<file path="src/rtl/rr_arbiter_7seg.sv">
// -----------------------------------------------------------------------------
// rr_arbiter_7seg
//   Round-robin arbiter that shares one 7-segment display among 8 requesters.
//   A grant is held until the owner drops its request. The display shows the
//   owner index as a digit, and the decimal point (none) lights while idle.
//   All outputs are registered, so there is no combinational path from req.
//
// Optional feature (macro GRANT_TIMEOUT_EN):
//   Limits a tenure to MAX_HOLD cycles. A revoked owner is masked out of
//   arbitration until it drops its request, and timeout pulses for one cycle.
//   When the macro is undefined, timeout is tied low and MAX_HOLD is unused.
//
// Parameters:
//   MAX_HOLD  maximum consecutive grant cycles per owner (1-255)
//
// Ports:
//   clk       rising-edge clock
//   rst       synchronous active-high reset
//   req[7:0]  level requests, bit i = requester i
//   gnt[7:0]  one-hot grant, zero when idle
//   gnt_idx   index of current owner, 0 when idle
//   segments  gfedcba active-high digit for gnt_idx, 0 when idle
//   none      1 when no grant is active (decimal point)
//   timeout   one-cycle pulse when the hold limit revokes a grant
// -----------------------------------------------------------------------------
module rr_arbiter_7seg #(
  parameter int MAX_HOLD = 15
) (
  input  logic       clk,
  input  logic       rst,
  input  logic [7:0] req,
  output logic [7:0] gnt,
  output logic [2:0] gnt_idx,
  output logic [6:0] segments,
  output logic       none,
  output logic       timeout
);

  typedef enum logic {
    S_IDLE,
    S_GRANTED
  } state_t;

  state_t     r_state;
  logic [2:0] r_ptr;
  logic [7:0] r_gnt;
  logic [2:0] r_gnt_idx;
  logic [6:0] r_segments;
  logic       r_none;

  logic [7:0] w_mask;
  logic [7:0] w_avail;
  logic       w_found;
  logic [2:0] w_winner;

  function automatic logic [6:0] digit(input logic [2:0] d);
    case (d)
      3'd0:    digit = 7'b0111111;
      3'd1:    digit = 7'b0000110;
      3'd2:    digit = 7'b1011011;
      3'd3:    digit = 7'b1001111;
      3'd4:    digit = 7'b1100110;
      3'd5:    digit = 7'b1101101;
      3'd6:    digit = 7'b1111101;
      default: digit = 7'b0000111;
    endcase
  endfunction

`ifdef GRANT_TIMEOUT_EN
  logic [7:0] r_hold_cnt;
  logic [7:0] r_mask;
  logic       r_timeout;

  assign w_mask  = r_mask;
  assign timeout = r_timeout;
`else
  logic [7:0] w_unused_max_hold;

  assign w_unused_max_hold = 8'(MAX_HOLD);
  assign w_mask            = 8'h00;
  assign timeout           = 1'b0;
`endif

  // Search ptr, ptr+1, ... with 3-bit wrap. Walking the offsets from the far
  // end down to 0 lets the nearest available requester overwrite the rest.
  always_comb begin
    // NOTE: every variable gets a default first so no path infers a latch.
    w_avail  = req & ~w_mask;
    w_found  = 1'b0;
    w_winner = 3'd0;
    for (int k = 7; k >= 0; k--) begin
      if (w_avail[r_ptr + 3'(k)]) begin
        w_found  = 1'b1;
        w_winner = r_ptr + 3'(k);
      end
    end
  end

  // NOTE: state is updated with non-blocking assignments so every register
  // samples pre-edge values, independent of statement order.
  always_ff @(posedge clk) begin
    if (rst) begin
      r_state    <= S_IDLE;
      r_ptr      <= 3'd0;
      r_gnt      <= 8'h00;
      r_gnt_idx  <= 3'd0;
      r_segments <= 7'd0;
      r_none     <= 1'b1;
`ifdef GRANT_TIMEOUT_EN
      r_hold_cnt <= 8'd0;
      r_mask     <= 8'h00;
      r_timeout  <= 1'b0;
`endif
    end else begin
`ifdef GRANT_TIMEOUT_EN
      // A masked requester becomes eligible again once it drops req.
      r_timeout <= 1'b0;
      r_mask    <= r_mask & req;
`endif
      case (r_state)
        S_IDLE: begin
          if (w_found) begin
            r_state    <= S_GRANTED;
            r_gnt      <= 8'b1 << w_winner;
            r_gnt_idx  <= w_winner;
            r_segments <= digit(w_winner);
            r_none     <= 1'b0;
`ifdef GRANT_TIMEOUT_EN
            r_hold_cnt <= 8'd0;
`endif
          end
        end
        S_GRANTED: begin
          // A release takes precedence over the hold limit on the same edge.
          if (!req[r_gnt_idx]) begin
            r_state    <= S_IDLE;
            r_ptr      <= r_gnt_idx + 3'd1;
            r_gnt      <= 8'h00;
            r_gnt_idx  <= 3'd0;
            r_segments <= 7'd0;
            r_none     <= 1'b1;
          end
`ifdef GRANT_TIMEOUT_EN
          else if (r_hold_cnt == 8'(MAX_HOLD - 1)) begin
            r_state    <= S_IDLE;
            r_ptr      <= r_gnt_idx + 3'd1;
            r_gnt      <= 8'h00;
            r_gnt_idx  <= 3'd0;
            r_segments <= 7'd0;
            r_none     <= 1'b1;
            r_timeout  <= 1'b1;
            r_mask     <= (r_mask & req) | (8'b1 << r_gnt_idx);
          end else begin
            r_hold_cnt <= r_hold_cnt + 8'd1;
          end
`endif
        end
        default: r_state <= S_IDLE;
      endcase
    end
  end

  assign gnt      = r_gnt;
  assign gnt_idx  = r_gnt_idx;
  assign segments = r_segments;
  assign none     = r_none;

endmodule

</file>
<file path="config.mk">
export PLATFORM = sky130hd
export DESIGN_NAME = rr_arbiter_7seg
export DESIGN_NICKNAME = d
export VERILOG_FILES = /design/src/rtl/rr_arbiter_7seg.sv
export SDC_FILE = /design/constraint.sdc
export NUM_CORES = 1
export LEC_CHECK = 0
export BUFFER_PORTS_ARGS = -buffer_cell sky130_fd_sc_hd__buf_2
export CORE_AREA = 2 2 71 73
export CTS_BUF_LIST = sky130_fd_sc_hd__clkbuf_4 sky130_fd_sc_hd__clkbuf_8
export DETAILED_ROUTE_END_ITERATION = 10
export DIE_AREA = 0 0 73 75
export GPL_ROUTABILITY_DRIVEN = 1
export PLACE_DENSITY_LB_ADDON = 0.25
export SLEW_MARGIN = 20
export SYNTH_ARGS = -nofsm -noshare
export SYNTH_HDL_FRONTEND = slang
export SYNTH_SLANG_ARGS = --single-unit
</file>
<file path="constraint.sdc">
create_clock -name clk -period 4.45 [get_ports clk]
set_input_delay 0.445 -clock clk [delete_from_list [all_inputs] [get_ports clk]]
set_output_delay 0.445 -clock clk [all_outputs]
set_load 0.005 [all_outputs]
</file>
# == After elaboration in Yosys (flattened, before gate mapping) ==
# Cells that the tools add are included.
# W data, S select, Z words.
# word_totals
ff_bits,23
inputBits,10
out_inout_bits,20
elab_cells,87
# op_classes
n_addsub,8
magnitude_cmp,9
eq_ne,8
shifts,1
muxes,50
bitwise,2
n_reduce_logical,3
# ops
op,count
$pmux W7 S7,1
$lt A3 B4 Y1 const B,9
$mux W3,10
$bmux W1 S3,9
$mux W1,21
$mux W8,2
$pmux W8 S2,1
$mux W7,2
$pmux W7 S2,1
$add A3 B3 Y3 const B,4
$eq A3 B3 Y1 const B,3
$shl A1 B3 Y8 const A,1
$add A3 B1 Y3 const B,2
$add A3 B2 Y3 const B,2
$eq A3 B2 Y1 const B,2
$pmux W3 S2,1
$ne A2 B2 Y1 const B,2
$pmux W1 S2,2
$reduce_and A2 Y1,2
$eq A3 B1 Y1 const B,1
$logic_not A3 Y1,1
$not A1 Y1,2

# == Logic depth before layout (Yosys ltp) ==
# Gate-level depths: netlist (run 1).
# depth
depth_word,15
ltp_mapped,14
ltp_nobuf,10

# == Worst setup path after synthesis (run 1) ==
# Ideal clock, no wire load.
# synth_path
path_kind,register to register
from,reg r_ptr[1]
to,"reg r_segments[6], in the netlist segments[6]"
setup_ns,0.117
arrival_ns,3.346
t_required_ns,4.333
setup_slack_ns,0.987
stages_incl_launch_ff,14
n_path_buf,4
synth_period_minus_slack_ns,3.463
cell_sequence,dfxtp_1 > buf_6 > clkbuf_1 > inv_1 > ha_1 > clkbuf_1 > mux4_1 > mux2_4 > a21oi_1 > a2111oi_2 > a211o_1 > buf_6 > or3_1 > a32o_2
# synth_between
elab_chain_cells,15
word_cells_on_any_way,51
cone_classes,7 x add/sub; 7 x eq/ne; 35 x mux; 2 x reduce/logical
# synth_rtl
item,line,text
from (decl),45,logic [2:0] r_ptr;
from (signal assigned),137,r_ptr <= r_gnt_idx + 3'd1;
$add A3 B3 Y3,"92, 94",
$bmux W1 S3,92,if (w_avail[r_ptr + 3'(k)]) begin
$mux W1 (not written as such),92,
$mux W3 (8 in series),92,
$eq A3 B3 Y1 (tied with other cells),57,case (d)
$pmux W7 S7,57,
$mux W7,122,if (w_found) begin
$pmux W7 S2,120,case (r_state)
to (signal assigned),126,r_segments <= digit(w_winner);
to (decl),48,logic [6:0] r_segments;
# Parallel ways exist; a longest one is shown, timed or not. The select of a mux whose other input is x is not followed.
# A chain may end at the register's enable or synchronous reset.

# == Final worst setup path (run 1) ==
# layout_path
from,reg r_ptr[0]
to,"reg r_gnt[1], in the netlist gnt[1]"
# layout_between
elab_chain_cells,14
word_cells_on_any_way,44
cone_classes,7 x add/sub; 1 x eq/ne; 1 x shift; 34 x mux; 1 x reduce/logical
# layout_rtl
item,line,text
$add A3 B3 Y3,"92, 94",
$bmux W1 S3,92,
$mux W1 (not written as such),92,
$mux W3 (8 in series),92,
$shl A1 B3 Y8,124,r_gnt <= 8'b1 << w_winner;
$mux W8,122,
$pmux W8 S2,120,
to (signal assigned),124,
to (decl),46,logic [7:0] r_gnt;
# Parallel ways exist; a longest one is shown, timed or not. The select of a mux whose other input is x is not followed.

==> metrics, run 1 <==
Syn-to-layout area delta=10.6%; filler cell count=465; RSZ-0062 raised after global routing=false; syn avg cell area=9.25 sq um; crit share post-route=83.5%; Lkg Pwr=0.799 nW; Post-CTS Setup Repair Bufs=0; CTS Buf Count=3; Psw=0.000579 W; die area=0.00548 sq mm; Max Cap Violations=0; critical path arrival=3.92 ns; clk slew on worst S/H paths=0.08 ns; Req. time, crit path=4.66 ns; Nets=231; P_int=0.000687 W; post-cts resize count=0; Hold WC Path Type=reg -> reg; VDD IR max=252 uV; drt drc=0; Die Span X=73 microns; Core Box Area=0.00466 sq mm; Core Rows=25; worst-margin pin slew=0.641 ns; Clk pwr share=10.2%; # clock sinks=23; post-route minimum period=3.72 ns; H-tree levels=1; Avg WL per Cell=16.2 microns; Pwr Total=0.00127 W; Clock Tree Buf Depth=2; global-route wire length before repair=7.04 mm; Routed Antenna Nets=0; Area after DPL=0.00196 sq mm; CP Capture Type=flop; clock root cell=clkbuf_8; Final Setup Violations=0; TNS Setup=0 ns; share of the synthesized area in the top cell type=25.4%; initial drt markers=83; port bufs=28; detailed-router iteration count before antenna repair=4; DP HPWL=3.26 mm; hold slack=0.443 ns; synth cell count leaders=dfxtp_1 (23), nand2_1 (20), nor2_1 (18), a21oi_1 (16), mux4_2 (8); RD Place Congestion=0.918; sequential cell fraction of total power=26.5%; TritonCTS clock tree=done; syn nets=209; Via Count=1583; Die Y=75 microns; Synth Flop Type=dfxtp_1; Net Sw Frac=45.7%; Synth cell types=57; Hold Vio Cnt, Final=0; P per Cell Area=631 mW/mm^2; CP cell instances=inv_1, ha_1, mux4_1, mux2_1, a2111oi_2, a211o_1, a21bo_1, or3_1, a21oi_2; hold buffer count at cts=0; global-route usage over all layers=16.3%; Syn Inst Count=196; Slew headroom=57.2%; pin count of the biggest net entering global routing=15; Async S/R FF share, synth=0%; layout cells sized above 1=26.7%; initial antenna violation count=0; Seq/Total Area, Yosys=25.4%; worst skew pair latency=0.26 ns; Worst Skew=0.00246 ns; CP max stage delay=0.74 ns; Via density=5.84; status=finished clean; flops & latches, synth=23; vias in the first global route=1382; grt total ovfl=0; max-slew violation count=0; synthesized area=0.00181 sq mm; most common cell in the netlist=dfxtp_1; FMAX=269 MHz; top post-synthesis cells by area=dfxtp_1 (25%), mux4_2 (9.9%), a21oi_1 (4.4%), mux4_1 (4.3%), nand2_1 (4.1%); combinational share of power=63.3%; I/O pins=30; number of diodes=0; Worst path slowest cell=dfxtp_1; Worst Path Class, Setup=reg -> reg; final wirelength=4.39 mm; post-route cell area=0.00201 sq mm; Setup crit start kind=flop; number of flops mapped to enable cells by yosys=0; starting density of the core=38.9%; Synth Warn #=0; CP max FO=14; Yosys top cell by area=dfxtp_1
==> worst paths after layout <==
kind / from / to / slack [ns] / depth (start not counted)
max reg2reg: r_ptr[0]$_SDFFE_PP0P_ / gnt[1]$_SDFFE_PP0P_ / 0.73 / 9
max: r_ptr[0]$_SDFFE_PP0P_ / gnt[1]$_SDFFE_PP0P_ / 0.73 / 9
min reg2reg: segments[4]$_SDFFE_PP0P_ / segments[4]$_SDFFE_PP0P_ / 0.44 / 2
min: segments[4]$_SDFFE_PP0P_ / segments[4]$_SDFFE_PP0P_ / 0.44 / 2
==> kinds of logic after synthesis <==
group	share of synthesized area [%]
other cells	0.207
flops	25.4
fa+ha+maj	2.07
simple gates	16.2
mux	22.8
xor+xnor	3.38
buf+inv	5.24
compound gates	24.6
==> power by group through the flow <==
stage | clock network (W) | registers [W] | logic [W]
6_report | 0.000129 | 0.000336 | 0.000801
2_1_floorplan | 0 | 0.000319 | 0.000651
3_3_place_gp | 0 | 0.000342 | 0.000806
3_5_place_dp | 0 | 0.000342 | 0.000794
4_1_cts | 0.000135 | 0.000337 | 0.000798
5_1_grt | 0.000144 | 0.000345 | 0.000880
==> state kept, by name, summed over array words and instances, names as in the netlist <==
name and count:
gnt 8, none 1, segments 7, gnt_idx 3
r_ptr 3, r_state 1
==> routing by layer <==
metal	vias to the layer above	global-route usage (%)	wire, microns
met5	-	0	0
met4	0	4.32	66
met3	6	3.21	201
met2	41	23.8	1920
met1	754	24.6	2200
li1	782	-	-
==> final cells by class <==
cell class                 count  area, sq um  area share (%)
clock buffer                   3         41.3            2.06
clock inverter                 1         5.00           0.250
inverter                       5         18.8           0.936
multi-input combinational    155         1260            62.7
sequential                    23          460            23.0
tap                           54         67.6            3.37
timing repair buffer          30          155            7.74
==> cell usage in the layout (no fill, tap or decap), types with 3 or more instances in the layout <==
cell      count
xor2_1        4
o21ai_0       6
inv_1         5
mux4_1        3
a211oi_1      4
nor2_1       18
ha_1          3
xnor2_1       3
a22o_1        5
buf_2        28
nand2b_1      5
mux2i_1       7
clkbuf_8      3
nor4_1        3
mux2_2        4
nand2_1      20
mux4_2        8
dfxtp_1      23
or3_1         3
nand3_1       3
o211ai_1      3
a21oi_1      16
==> metrics by stage <==
step                      setup slack, ns  utilization [%]  cells
after CTS                           0.751             43.0    271
after detailed placement            0.780             42.0    267
final                               0.735             43.0    271
after floorplan                     0.987                -    196
after global routing                0.506             43.0    271
after global placement              0.810             42.0    267
==> worst max-delay path: cells and delay by family, from the launching register on <==
kind,cells,cell delay (ns)
AND/OR/NAND/NOR,1,0.36
AO/OA/AOI/OAI,4,0.94
buffers and inverters,1,0.21
adder cells (fa/ha/maj),1,0.50
multiplexers,2,0.89
flip-flops,1,0.74
(Power assumes the default switching activity.)
==> inputs of run 2 (changes only) <==
- clock period: 4.45 -> 3.1 ns (I/O delays scaled with it)
==> run 2 against run 1 <==
Compared with the run above: total power up 55%; final cell count up 4.8%; fmax up 27%; first-iteration DRC count up 1.2%; cell area up 5.7%; clock skew up 0.00063 ns; largest cell class unchanged.
==> metrics, run 2 (synthesis gave the netlist of run 1 again) <==
status=finished clean; starting density of the core=38.9%; drt drc=0; VDD IR max=462 uV; Via density=5.69; number of diodes=0; Max Cap Violations=0; CP Capture Type=flop; clock root cell=clkbuf_8; grt total ovfl=0; post-route cell area=0.00212 sq mm; hold buffer count at cts=0; pin count of the biggest net entering global routing=14; commonest non-fill, non-tap cells in the layout=buf_2 (28), dfxtp_1 (22), nand2_1 (20), nor2_1 (18); Via Count=1616; clk slew on worst S/H paths=0.08 ns; Lkg Pwr=0.863 nW; commonest non-fill, non-tap cell in the layout=buf_2; Buf/Inv on CP=1; Routed Antenna Nets=0; TNS Setup=0 ns; CP max stage delay=0.41 ns; layout cells sized above 1=33.5%; CP cell instances=inv_1, ha_1, mux4_2, mux2_4, a2111oi_4, a211o_1, a21bo_1, or3_1, a21oi_2; RD Place Congestion=0.820; Syn-to-layout area delta=17.0%; Nets=244; # clock sinks=23; die area=0.00548 sq mm; initial antenna violation count=0; Final Core Density=45.5%; critical path arrival=3.14 ns; Clock Tree Buf Depth=2; Setup crit start kind=flop; Avg WL per Cell=14.8 microns; Worst Skew=0.00309 ns; final wirelength=4.21 mm; global-route usage over all layers=16.6%; Core Rows=25; FMAX=341 MHz; Hold Vio Cnt, Final=0; TritonCTS clock tree=done; P_int=0.00110 W; max-slew violation count=0; Core Box Area=0.00466 sq mm; sequential cell fraction of total power=23.2%; Worst Path Class, Setup=reg -> reg; initial drt markers=84; Psw=0.000856 W; DP HPWL=3.22 mm; CTS Buf Count=3; I/O pins=30; H-tree levels=1; CP max FO=6; Die Y=75 microns; Net Sw Frac=43.7%; Die Span X=73 microns; Hold WC Path Type=in -> reg; Req. time, crit path=3.31 ns; Final Setup Violations=0; detailed-router iteration count before antenna repair=6; global-route wire length before repair=7.14 mm; crit share post-route=94.7%; vias in the first global route=1470; combinational share of power=67.2%; Pwr Total=0.00196 W; cell family with most CP delay=compound AO/OA/AOI/OAI gates; Worst path slowest cell=mux4_2; port bufs=28; P per Cell Area=923 mW/mm^2; Clk pwr share=9.5%; worst skew pair latency=0.27 ns; Area after DPL=0.00206 sq mm; post-route minimum period=2.94 ns; RSZ-0062 raised after global routing=false; max FFs per register=8
==> run 2: cell types whose count changed in the layout (fill, tap and decap cells not counted), sizes merged <==
cell | previous run | this run
buf | 30 | 43
==> run 2: cell type report <==
class / instances / area (sq um)
fill: 476 / 2540
inverter: 5 / 18.8
sequential: 23 / 462
clock buffer: 3 / 41.3
clock inverter: 1 / 5.00
multi-input combinational: 155 / 1260
tap: 54 / 67.6
timing repair buffer: 43 / 265
==> run 2: power by group through the flow <==
stage / clock [W] / sequential [W] / combinational (W)
after floorplan: 0 / 0.000460 / 0.000957
final: 0.000187 / 0.000455 / 0.00132
after detailed placement: 0 / 0.000462 / 0.00129
after CTS: 0.000194 / 0.000455 / 0.00130
after global routing: 0.000202 / 0.000470 / 0.00146
after global placement: 0 / 0.000462 / 0.00130
==> run 2: worst paths after layout <==
check / startpoint / to / slack (ns) / cells past startpoint
min reg2reg: segments[4]$_SDFFE_PP0P_ / segments[4]$_SDFFE_PP0P_ / 0.44 / 2
max: r_ptr[1]$_SDFFE_PP0P_ / gnt[1]$_SDFFE_PP0P_ / 0.16 / 9
min: rst / gnt[1]$_SDFFE_PP0P_ / 0.33 / 2
max reg2reg: r_ptr[1]$_SDFFE_PP0P_ / gnt[1]$_SDFFE_PP0P_ / 0.16 / 9
==> run 2: through the flow <==
stage / hold slack, ns / std cells / setup WS, ns
finish: 0.332 / 284 / 0.165
global route: 0.344 / 284 / 0.00376
CTS: 0.332 / 282 / 0.0631
detailed placement: 0.438 / 278 / 0.105
global placement: 0.433 / 278 / 0.117
floorplan: 0.439 / 196 / 0.00456
==> run 2: metal layers <==
metal  share of wire [%]  GRT usage [%]
met1                  48           23.8
met2                  46           26.1
met3                 4.5           2.81
met4                 1.0           3.70
met5                   0              0
==> run 2: what timing repair did <==
| item | CTS | global route |
|---|---|---|
| gates resized for setup | 0 | 2 |
| setup endpoints to repair | 0 | 5 |
| buffers inserted | 0 | 2 |
==> inputs of run 3 (changes only) <==
- PLACE_DENSITY_LB_ADDON: 0.25 -> 0.1
==> run 3 against run 2 <==
Compared with the run above: first-iteration DRC count fell by 21%; core utilization fell by 0.27 points; total power is 0.44% higher; critical endpoint unchanged.
==> metrics, run 3 (synthesis gave the netlist of run 1 again) <==
status=finished clean; drt drc=0; Clk pwr share=9.3%; Slew headroom=61.7%; CP cell instances=inv_1, ha_2, mux4_2, mux2_4, a2111oi_4, a211o_1, a21bo_1, or3_1, a21oi_2; I/O pins=30; layout cells sized above 1=34.5%; Core Box Area=0.00466 sq mm; Setup crit start kind=flop; initial drt markers=66; final wirelength=4.47 mm; Die Y=75 microns; Final Setup Violations=0; P_int=0.00109 W; crit share post-route=95.1%; worst skew pair latency=0.26 ns; Buf/Inv on CP=1; commonest non-fill, non-tap cell in the layout=buf_2; Hold Crit Start=rst; FMAX=339 MHz; final worst slack=0.151 ns; RD Place Congestion=0.915; DP HPWL=3.55 mm; Max Cap Violations=0; post-route minimum period=2.95 ns; max-slew violation count=0; detailed-router iteration count before antenna repair=4; Hold Vio Cnt, Final=0; P per Cell Area=933 mW/mm^2; Routed Antenna Nets=0; max FFs per register=8; CP startpoint=r_ptr[1]$_SDFFE_PP0P_; worst-margin pin slew=0.570 ns; TNS Setup=0 ns; pin count of the biggest net entering global routing=14; # clock sinks=23; CP max FO=6; CP max stage delay=0.39 ns; Core Rows=25; Avg WL per Cell=15.8 microns; area used by multi-input combinational logic=0.00127 sq mm; Via Count=1625; grt total ovfl=0; Die Span X=73 microns; CP Capture Type=flop; vias in the first global route=1490; Lkg Pwr=0.852 nW; Req. time, crit path=3.30 ns; commonest non-fill, non-tap cells in the layout=buf_2 (28), dfxtp_1 (21), nand2_1 (20), nor2_1 (18), a21oi_1 (15); worst r2r src=r_ptr[1]$_SDFFE_PP0P_; Worst path slowest cell=ha_2; filler cell count=474; cell family with most CP delay=compound AO/OA/AOI/OAI gates; Syn-to-layout area delta=16.3%; critical path arrival=3.15 ns; VDD IR max=473 uV; H-tree levels=1; initial antenna violation count=0; Hold WC Path Type=in -> reg; combinational share of power=67.6%; global-route usage over all layers=17.0%; TritonCTS clock tree=done; die area=0.00548 sq mm; Clock Tree Buf Depth=2; starting density of the core=38.9%; clk slew on worst S/H paths=0.08 ns; Net Sw Frac=44.3%; hold slack=0.332 ns; hold buffer count at cts=0; Place WS=0.0157 ns; Psw=0.000872 W; sequential cell fraction of total power=23.1%; CTS Buf Count=3; number of diodes=0; clock root cell=clkbuf_8; Worst Skew=0.00393 ns; Nets=243; register area=463 sq um; port bufs=28; Worst Path Class, Setup=reg -> reg; global-route wire length before repair=7.29 mm; Via density=5.74
## run 3: final cells by class
type / instances / area share (%)
multi-input cells: 155 / 60.1
flip-flops and latches: 23 / 22.0
repair buffers: 42 / 11.6
well taps: 54 / 3.20
clock buffers: 3 / 1.96
inverters: 5 / 0.890
clock inverters: 1 / 0.237
## run 3: worst register-to-register path, delay by kind of cell (launching register included)
kind	cells	cell delay, ns
AO/OA/AOI/OAI	4	0.97
flip-flops	1	0.37
multiplexers	2	0.71
AND/OR/NAND/NOR	1	0.36
adder cells (fa/ha/maj)	1	0.39
buffers and inverters	1	0.09
## run 3: worst paths after layout
kind / cells after the start / slack, ns / endpoint
setup / recovery: 9 / 0.15 / gnt[1]$_SDFFE_PP0P_
hold reg to reg: 2 / 0.45 / segments[4]$_SDFFE_PP0P_
setup reg to reg: 9 / 0.15 / gnt[1]$_SDFFE_PP0P_
hold / removal: 2 / 0.33 / gnt[1]$_SDFFE_PP0P_
## run 3: layer usage
metal | global-route usage [%] | up-vias | wire [microns]
met5 | 0 | - | 0
met4 | 5.97 | 0 | 56
met3 | 1.34 | 4 | 150
met2 | 29.2 | 40 | 2240
met1 | 22.6 | 778 | 2020
li1 | - | 803 | -
## run 3: power by group through the flow
stage	Clock, W	Combinational (W)	Sequential [W]
floorplan	0	0.000957	0.000460
global placement	0	0.00129	0.000455
detailed placement	0	0.00129	0.000461
CTS	0.000191	0.00130	0.000455
global route	0.000202	0.00145	0.000467
finish	0.000183	0.00133	0.000454
## run 3: metrics by stage
| step | instances | total power, W | util (%) | cell area, sq um |
|---|---|---|---|---|
| floorplan | 196 | 0.00142 | - | 1830 |
| global placement | 277 | 0.00174 | 43.7 | 2040 |
| detailed placement | 277 | 0.00175 | 43.7 | 2040 |
| CTS | 281 | 0.00194 | 44.7 | 2080 |
| global route | 283 | 0.00212 | 45.2 | 2110 |
| finish | 283 | 0.00197 | 45.2 | 2110 |
## run 3: repair_timing
action | CTS | global route
gates resized for setup | 0 | 5
buffers inserted | 0 | 2
endpoints found under the setup margin | 0 | 15
endpoints found under the hold margin | 0 | 0
